File: src/rtl/cake_game_pkg.sv
// cake_game_pkg: shared definitions for the cake-assembly minigame.
//   - FSM state encodings (also driven out on the estado port)
//   - recipe ROM contents and layer counts for easy/hard mode
//   - default timeout / visibility constants
//   - helper returning the expected one-hot button vector for a code
package cake_game_pkg;

  typedef enum logic [3:0] {
    S_INICIAL  = 4'h0,
    S_PREPARA  = 4'h1,
    S_MOSTRA   = 4'h2,
    S_ESPERA   = 4'h3,
    S_REGISTRA = 4'h4,
    S_COMPARA  = 4'h5,
    S_PROXIMA  = 4'h6,
    S_FIM      = 4'hF
  } state_t;

  localparam int LAYERS_FACIL   = 4;
  localparam int LAYERS_DIFICIL = 7;

  localparam logic [2:0] LAST_IDX_FACIL   = 3'(LAYERS_FACIL - 1);
  localparam logic [2:0] LAST_IDX_DIFICIL = 3'(LAYERS_DIFICIL - 1);

  localparam int DEF_TIMEOUT_FACIL   = 2000;
  localparam int DEF_TIMEOUT_DIFICIL = 1000;
  localparam int DEF_SHOW_DIFICIL    = 300;

  // Fixed recipe: ingredient code for each layer index.
  function automatic logic [2:0] recipe_code(input logic [2:0] idx);
    logic [2:0] code;
    case (idx)
      3'd0:    code = 3'd1;
      3'd1:    code = 3'd4;
      3'd2:    code = 3'd2;
      3'd3:    code = 3'd7;
      3'd4:    code = 3'd3;
      3'd5:    code = 3'd6;
      3'd6:    code = 3'd5;
      default: code = 3'd0;
    endcase
    return code;
  endfunction

  // Button i selects ingredient code i+1, so code c maps to bit c-1.
  function automatic logic [6:0] onehot_for(input logic [2:0] code);
    return 7'(7'd1 << (code - 3'd1));
  endfunction

endpackage

File: src/rtl/cake_recipe_rom.sv
// cake_recipe_rom: combinational recipe lookup.
//   i_idx  in  3 : layer index 0..6
//   o_code out 3 : ingredient code for that layer (1..7)
module cake_recipe_rom
  import cake_game_pkg::*;
(
  input  logic [2:0] i_idx,
  output logic [2:0] o_code
);

  assign o_code = recipe_code(i_idx);

endmodule

File: src/rtl/cake_game.sv
// cake_game: cake-assembly minigame.
// LEDs show an ingredient code; the player must press the matching button
// before the per-layer timeout. Score counts correctly stacked layers.
//   clock       in  1 : system clock
//   reset       in  1 : asynchronous active-low reset
//   jogar       in  1 : start / restart request (INICIAL and FIM only)
//   dificuldade in  1 : 0 = easy (4 layers), 1 = hard (7 layers)
//   botoes      in  7 : buttons, bit i selects code i+1
//   estado      out 4 : current FSM state code
//   jogadas     out 7 : last registered button vector
//   leds        out 3 : displayed ingredient code, 0 = blank
//   pontuacao   out 3 : correct layers placed
//   pronto      out 1 : round finished (FIM)
module cake_game
  import cake_game_pkg::*;
#(
  parameter int TIMEOUT_FACIL   = DEF_TIMEOUT_FACIL,
  parameter int TIMEOUT_DIFICIL = DEF_TIMEOUT_DIFICIL,
  parameter int SHOW_DIFICIL    = DEF_SHOW_DIFICIL
) (
  input  logic       clock,
  input  logic       reset,
  input  logic       jogar,
  input  logic       dificuldade,
  input  logic [6:0] botoes,
  output logic [3:0] estado,
  output logic [6:0] jogadas,
  output logic [2:0] leds,
  output logic [2:0] pontuacao,
  output logic       pronto
);

  localparam logic [15:0] L_LAST_FACIL   = 16'(TIMEOUT_FACIL - 1);
  localparam logic [15:0] L_LAST_DIFICIL = 16'(TIMEOUT_DIFICIL - 1);
  localparam logic [15:0] L_SHOW_DIFICIL = 16'(SHOW_DIFICIL);

  state_t      r_state;
  state_t      w_next;
  logic [2:0]  r_idx;
  logic [2:0]  r_score;
  logic [6:0]  r_jogadas;
  logic [15:0] r_timer;
  logic        r_dif;
  logic [2:0]  r_ingr;
  logic        r_prev;

  logic [2:0]  w_rom_code;
  logic        w_press;
  logic        w_timeout;
  logic        w_match;
  logic        w_last_layer;
  logic        w_show;

  cake_recipe_rom u_rom (
    .i_idx  (r_idx),
    .o_code (w_rom_code)
  );

  // A press is the rising edge of "any button down"; a button held from an
  // earlier layer or state keeps r_prev high and never counts again.
  assign w_press      = (|botoes) & ~r_prev;
  assign w_timeout    = (r_timer == (r_dif ? L_LAST_DIFICIL : L_LAST_FACIL));
  assign w_match      = (r_jogadas == onehot_for(r_ingr));
  assign w_last_layer = (r_idx == (r_dif ? LAST_IDX_DIFICIL : LAST_IDX_FACIL));

  always_ff @(posedge clock or negedge reset) begin
    if (!reset) r_state <= S_INICIAL;
    else        r_state <= w_next;
  end

  // Next-state logic; a press in the final timer cycle beats the timeout.
  always_comb begin
    w_next = r_state;
    case (r_state)
      S_INICIAL:  if (jogar) w_next = S_PREPARA;
      S_PREPARA:  w_next = S_MOSTRA;
      S_MOSTRA:   w_next = S_ESPERA;
      S_ESPERA: begin
        if (w_press)        w_next = S_REGISTRA;
        else if (w_timeout) w_next = S_FIM;
      end
      S_REGISTRA: w_next = S_COMPARA;
      S_COMPARA: begin
        if (w_match && !w_last_layer) w_next = S_PROXIMA;
        else                          w_next = S_FIM;
      end
      S_PROXIMA:  w_next = S_MOSTRA;
      S_FIM:      if (jogar) w_next = S_PREPARA;
      default:    w_next = S_INICIAL;
    endcase
  end

  always_ff @(posedge clock or negedge reset) begin
    if (!reset) begin
      r_idx     <= '0;
      r_score   <= '0;
      r_jogadas <= '0;
      r_timer   <= '0;
      r_dif     <= 1'b0;
      r_ingr    <= '0;
      r_prev    <= 1'b0;
    end else begin
      r_prev <= |botoes;
      case (r_state)
        S_PREPARA: begin
          r_idx     <= '0;
          r_score   <= '0;
          r_jogadas <= '0;
          r_timer   <= '0;
          r_dif     <= dificuldade;
        end
        S_MOSTRA: begin
          r_ingr  <= w_rom_code;
          r_timer <= '0;
        end
        S_ESPERA:   r_timer   <= r_timer + 16'd1;
        S_REGISTRA: r_jogadas <= botoes;
        S_COMPARA:  if (w_match) r_score <= r_score + 3'd1;
        S_PROXIMA:  r_idx <= r_idx + 3'd1;
        default: ;
      endcase
    end
  end

  // Hard mode hides the ingredient after the show window while waiting.
  always_comb begin
    w_show = 1'b0;
    case (r_state)
      S_MOSTRA, S_REGISTRA, S_COMPARA: w_show = 1'b1;
      S_ESPERA: w_show = !(r_dif && (r_timer >= L_SHOW_DIFICIL));
      default:  w_show = 1'b0;
    endcase
  end

  assign estado    = r_state;
  assign jogadas   = r_jogadas;
  assign leds      = w_show ? r_ingr : 3'd0;
  assign pontuacao = r_score;
  assign pronto    = (r_state == S_FIM);

endmodule

File: config.mk
export PLATFORM = sky130hd
export DESIGN_NAME = cake_game
export DESIGN_NICKNAME = d
export VERILOG_FILES = /design/src/rtl/cake_game_pkg.sv /design/src/rtl/cake_recipe_rom.sv /design/src/rtl/cake_game.sv
export SDC_FILE = /design/constraint.sdc
export NUM_CORES = 1
export LEC_CHECK = 0
export ABC_AREA = 1
export CORE_MARGIN = 4
export CORE_UTILIZATION = 60
export CTS_BUF_LIST = sky130_fd_sc_hd__clkbuf_16
export CTS_CLUSTER_DIAMETER = 200
export CTS_CLUSTER_SIZE = 25
export DETAILED_ROUTE_END_ITERATION = 8
export GPL_ROUTABILITY_DRIVEN = 0
export PLACE_DENSITY = 0.83
export SYNTH_ARGS = -nofsm -noshare
export SYNTH_HDL_FRONTEND = slang
export SYNTH_HIERARCHICAL = 1
export SYNTH_SLANG_ARGS = --single-unit
export TNS_END_PERCENT = 50
File: constraint.sdc
create_clock -name clock -period 2.05 [get_ports clock]
set_input_delay 0.205 -clock clock [delete_from_list [all_inputs] [get_ports clock]]
set_output_delay 0.205 -clock clock [all_outputs]
set_load 0.02 [all_outputs]
==> out/summary.md <==
Counting cells, the worst reg-to-reg path comes to 10. Setup violations remaining at the end of the flow were counted as 0. The number of setup buffers added after CTS is 0.

Dividing the detail-routed via count by the number of cells gives 5.50. The run finished with clean final reports. Entering global routing, the biggest net connects 39 pins. The count of standard-cell rows was 22; the final core utilization was 0.758. The tools report the post-detailed-routing wire length as 5440 um. The fraction of synthesis flops using an asynchronous set or reset pin was 1.00; the antenna cell count was 0.

The worst setup path is launched from a register. The count of buffers added on input and output ports is 28. Compared with the post-synthesis result, the final layout area differs by 21.7%. Before antenna repair, the detailed router went through 4 iterations.

For the number of vias in the routed layout, the log shows 2218. The share of cells above drive strength 1 is 0.135, and the final layout net count is 370. For the worst slew slack as a fraction of its limit, the log shows 0.447. For the count of placed standard cells including taps, the log shows 396. Number of violations reported at the end of detailed-routing iteration 0: 211. After global routing the overflow that remains totals 0.

Data arrives at the worst endpoint at 1.60 ns. The top cell types in the final layout, fill and taps aside, are sky130_fd_sc_hd__nand2_1 (86), sky130_fd_sc_hd__inv_1 (40), sky130_fd_sc_hd__dfrtp_1 (38). For this design, the CTS-stage hold fixing added 0 buffers.

The tools report the achievable clock frequency as 554 MHz. The H-tree generated during clock tree synthesis spans 2 levels. After synthesis, the mean cell area works out to 7.27 um^2. The worst setup path is captured at a primary output. For the buffer levels on the longest clock path, the log shows 2.

The number of clock buffers added by TritonCTS is 5. TritonCTS built the clock tree. The share of the clock period used by the worst path after layout is 0.880, and the clock slew at the register clock pins of the worst setup and hold paths is 0.06 ns. Post-detailed-route wirelength per cell: 13.5 um. Once placement finished, the instance area stood at 2670 um^2. For the worst setup path, the data required time is 1.85 ns.

The tool flagged a number of max-cap violations equal to 0. The number of design rule violations left after detail routing is 0. The cell area that synthesis handed to floorplanning was 2300 um^2. In this run the count of I/O pins placed on the die edge is 29. By startpoint and endpoint, the worst setup path is classified as reg2out. The die covers 4890 um^2. Type of the tightest min-delay check: in2async.

Counting the fill cells in the layout gives 297. CTS placed an instance of sky130_fd_sc_hd__clkbuf_16 at the clock tree root. Most common library cell in the layout ignoring fill and taps: sky130_fd_sc_hd__nand2_1.

For the pin with the worst max-slew slack, the measured transition is 0.830 ns. The part of the Yosys area used for sequential elements is 0.414. Total power density per cell area: 1190 nW/um^2. The most used flip-flop cell after synthesis was sky130_fd_sc_hd__dfrtp_1.

The static leakage is 1.33 nW. The final critical-path required period came out at 1.80 ns. The tools report the placeable core region as 3690 um^2.

The count of nets left with antenna violations once routing finished came out at 0. Yosys mapped a number of flops with a built-in enable equal to 0. For the clock skew, the log shows 0.00594 ns.

For the number of global-route vias before repair, the log shows 2075. Setup repair after global routing left no endpoint under its margin. In the final layout, the multi-input gates occupy 1130 um^2. In the synthesized netlist, the number of instances is 316. The register bit count reported by yosys is 38, and the die extent in y is 69.9 um.

Detailed placement finished with a half-perimeter wire length of 4130 um. Across the VDD grid, the largest voltage drop is 0.968 mV. The first global-routing pass estimated 9430 um of wire. Setup slack on the critical path of the routed design comes to 0.246 ns.

The tools report the final count of pins violating max slew as 0. The run gives 0.239 as the global router's overall resource usage. Yosys printed 6 warnings. Number of antenna violations at the first check in global routing: 0.

Counting every net in the synthesized netlist gives 331. OpenSTA, run right after detailed placement, puts the worst setup slack at 0.0281 ns. In this run the worst path has a maximum fanout of 4. The effective utilization at floorplan was 0.623.

The clock latency on the worst-skew pair is 0.28 ns. The number of standard cells in the final layout excluding fillers is 403. The tools report the number of unique standard cell types used by synthesis as 33. Registers take 951 um^2.

Cell area after layout: 2800 um^2. The logs give 0 for the total count of hold-check failures in the final report and 0 ns for the setup TNS. The number of clock sinks seen by CTS is 38, and the overall die width is 69.9 um.
## path summary, 6_finish.rpt
check                              from           end  slack (ns)
min                               reset   r_timer[14]        0.02
min in group clock         pontuacao[1]  pontuacao[1]        0.51
max                          r_timer[2]       leds[0]        0.25
max reg2reg                   estado[1]     estado[0]        0.37
max in group asynchronous         reset    jogadas[0]        1.50
min reg2reg                pontuacao[1]  pontuacao[1]        0.51
## flip-flops by register name (all words and copies together), names as in the netlist
register	flops
estado	4
r_idx	3
r_prev	1
jogadas	7
pontuacao	3
r_ingr	3
r_dif	1
r_timer	16
## synthesized netlist by cell type (3+ instances only)
library cell              number  area [um^2]
sky130_fd_sc_hd__nor2_2        6         37.5
sky130_fd_sc_hd__o21ai_0      24          120
sky130_fd_sc_hd__buf_2         3         15.0
sky130_fd_sc_hd__nand3_2       3         30.0
sky130_fd_sc_hd__nand3_1      33          165
sky130_fd_sc_hd__nand4_1       3         18.8
sky130_fd_sc_hd__o22ai_1       6         37.5
sky130_fd_sc_hd__dfrtp_1      38          951
sky130_fd_sc_hd__inv_2        10         37.5
sky130_fd_sc_hd__ha_1          4         50.1
sky130_fd_sc_hd__a21oi_1      12         60.1
sky130_fd_sc_hd__nand2_1      86          323
sky130_fd_sc_hd__nor2_4        3         33.8
sky130_fd_sc_hd__inv_1        40          150
sky130_fd_sc_hd__nor2_1       16         60.1
sky130_fd_sc_hd__nor3_1        8         40.0
## timing repair
action / in CTS / in global routing
resized for setup: 4 / 7
pin swaps: 0 / 0
setup endpoints to repair: 3 / 3
## routing by layer
| layer | GRT usage | part of all wire | up-vias |
|---|---|---|---|
| li1 | - | - | 1105 |
| met1 | 0.346 | 0.46 | 1052 |
| met3 | 0.0518 | 0.056 | 7 |
| met5 | 0 | 0 | - |
| met4 | 0.0617 | 0.012 | 0 |
| met2 | 0.365 | 0.47 | 54 |
## cells by family (layout without fill, tap and decap cells)
kind of cell    Yosys count  in the layout  synth area share
simple gates            165            165             0.335
buf+inv                  56             95            0.0963
compound gates           49             49             0.118
flops                    38             38             0.414
fa+ha+maj                 4              4            0.0218
xor+xnor                  3              3            0.0114
mux                       1              1           0.00436
## cell type report
| cell class | instances | share of cell area |
|---|---|---|
| repair buffers | 37 | 0.117 |
| flip-flops and latches | 38 | 0.340 |
| inverters | 51 | 0.0685 |
| multi-input cells | 222 | 0.404 |
| clock buffers | 5 | 0.0447 |
| well taps | 48 | 0.0215 |
| clock inverters | 2 | 0.00358 |
## worst max-delay path, stage by stage (launching register included)
cell and delay (ns):
sky130_fd_sc_hd__dfrtp_1 0.39, sky130_fd_sc_hd__nand2_1 0.13, sky130_fd_sc_hd__a21oi_1 0.08, sky130_fd_sc_hd__o21ai_1 0.13, sky130_fd_sc_hd__nand3_1 0.08, sky130_fd_sc_hd__nand2_1 0.06
sky130_fd_sc_hd__nand2_1 0.10, sky130_fd_sc_hd__a21oi_1 0.15, sky130_fd_sc_hd__clkbuf_2 0.19
## through the flow
step | power, mW | hold slack (ns)
after global routing | 3.59 | 0.0871
final | 3.34 | 0.0214
after detailed placement | 2.63 | 0.350
after global placement | 2.58 | 0.362
after CTS | 3.35 | 0.0550
after floorplan | 2.08 | -0.0906
## power breakdown
group / internal, mW / switching [mW] / total (mW)
Sequential: 0.887 / 0.167 / 1.05
Clock: 0.438 / 0.284 / 0.722
Combinational: 0.545 / 1.02 / 1.56
Total: 1.87 / 1.47 / 3.34
No activity file was read; power rests on OpenSTA's default activity.
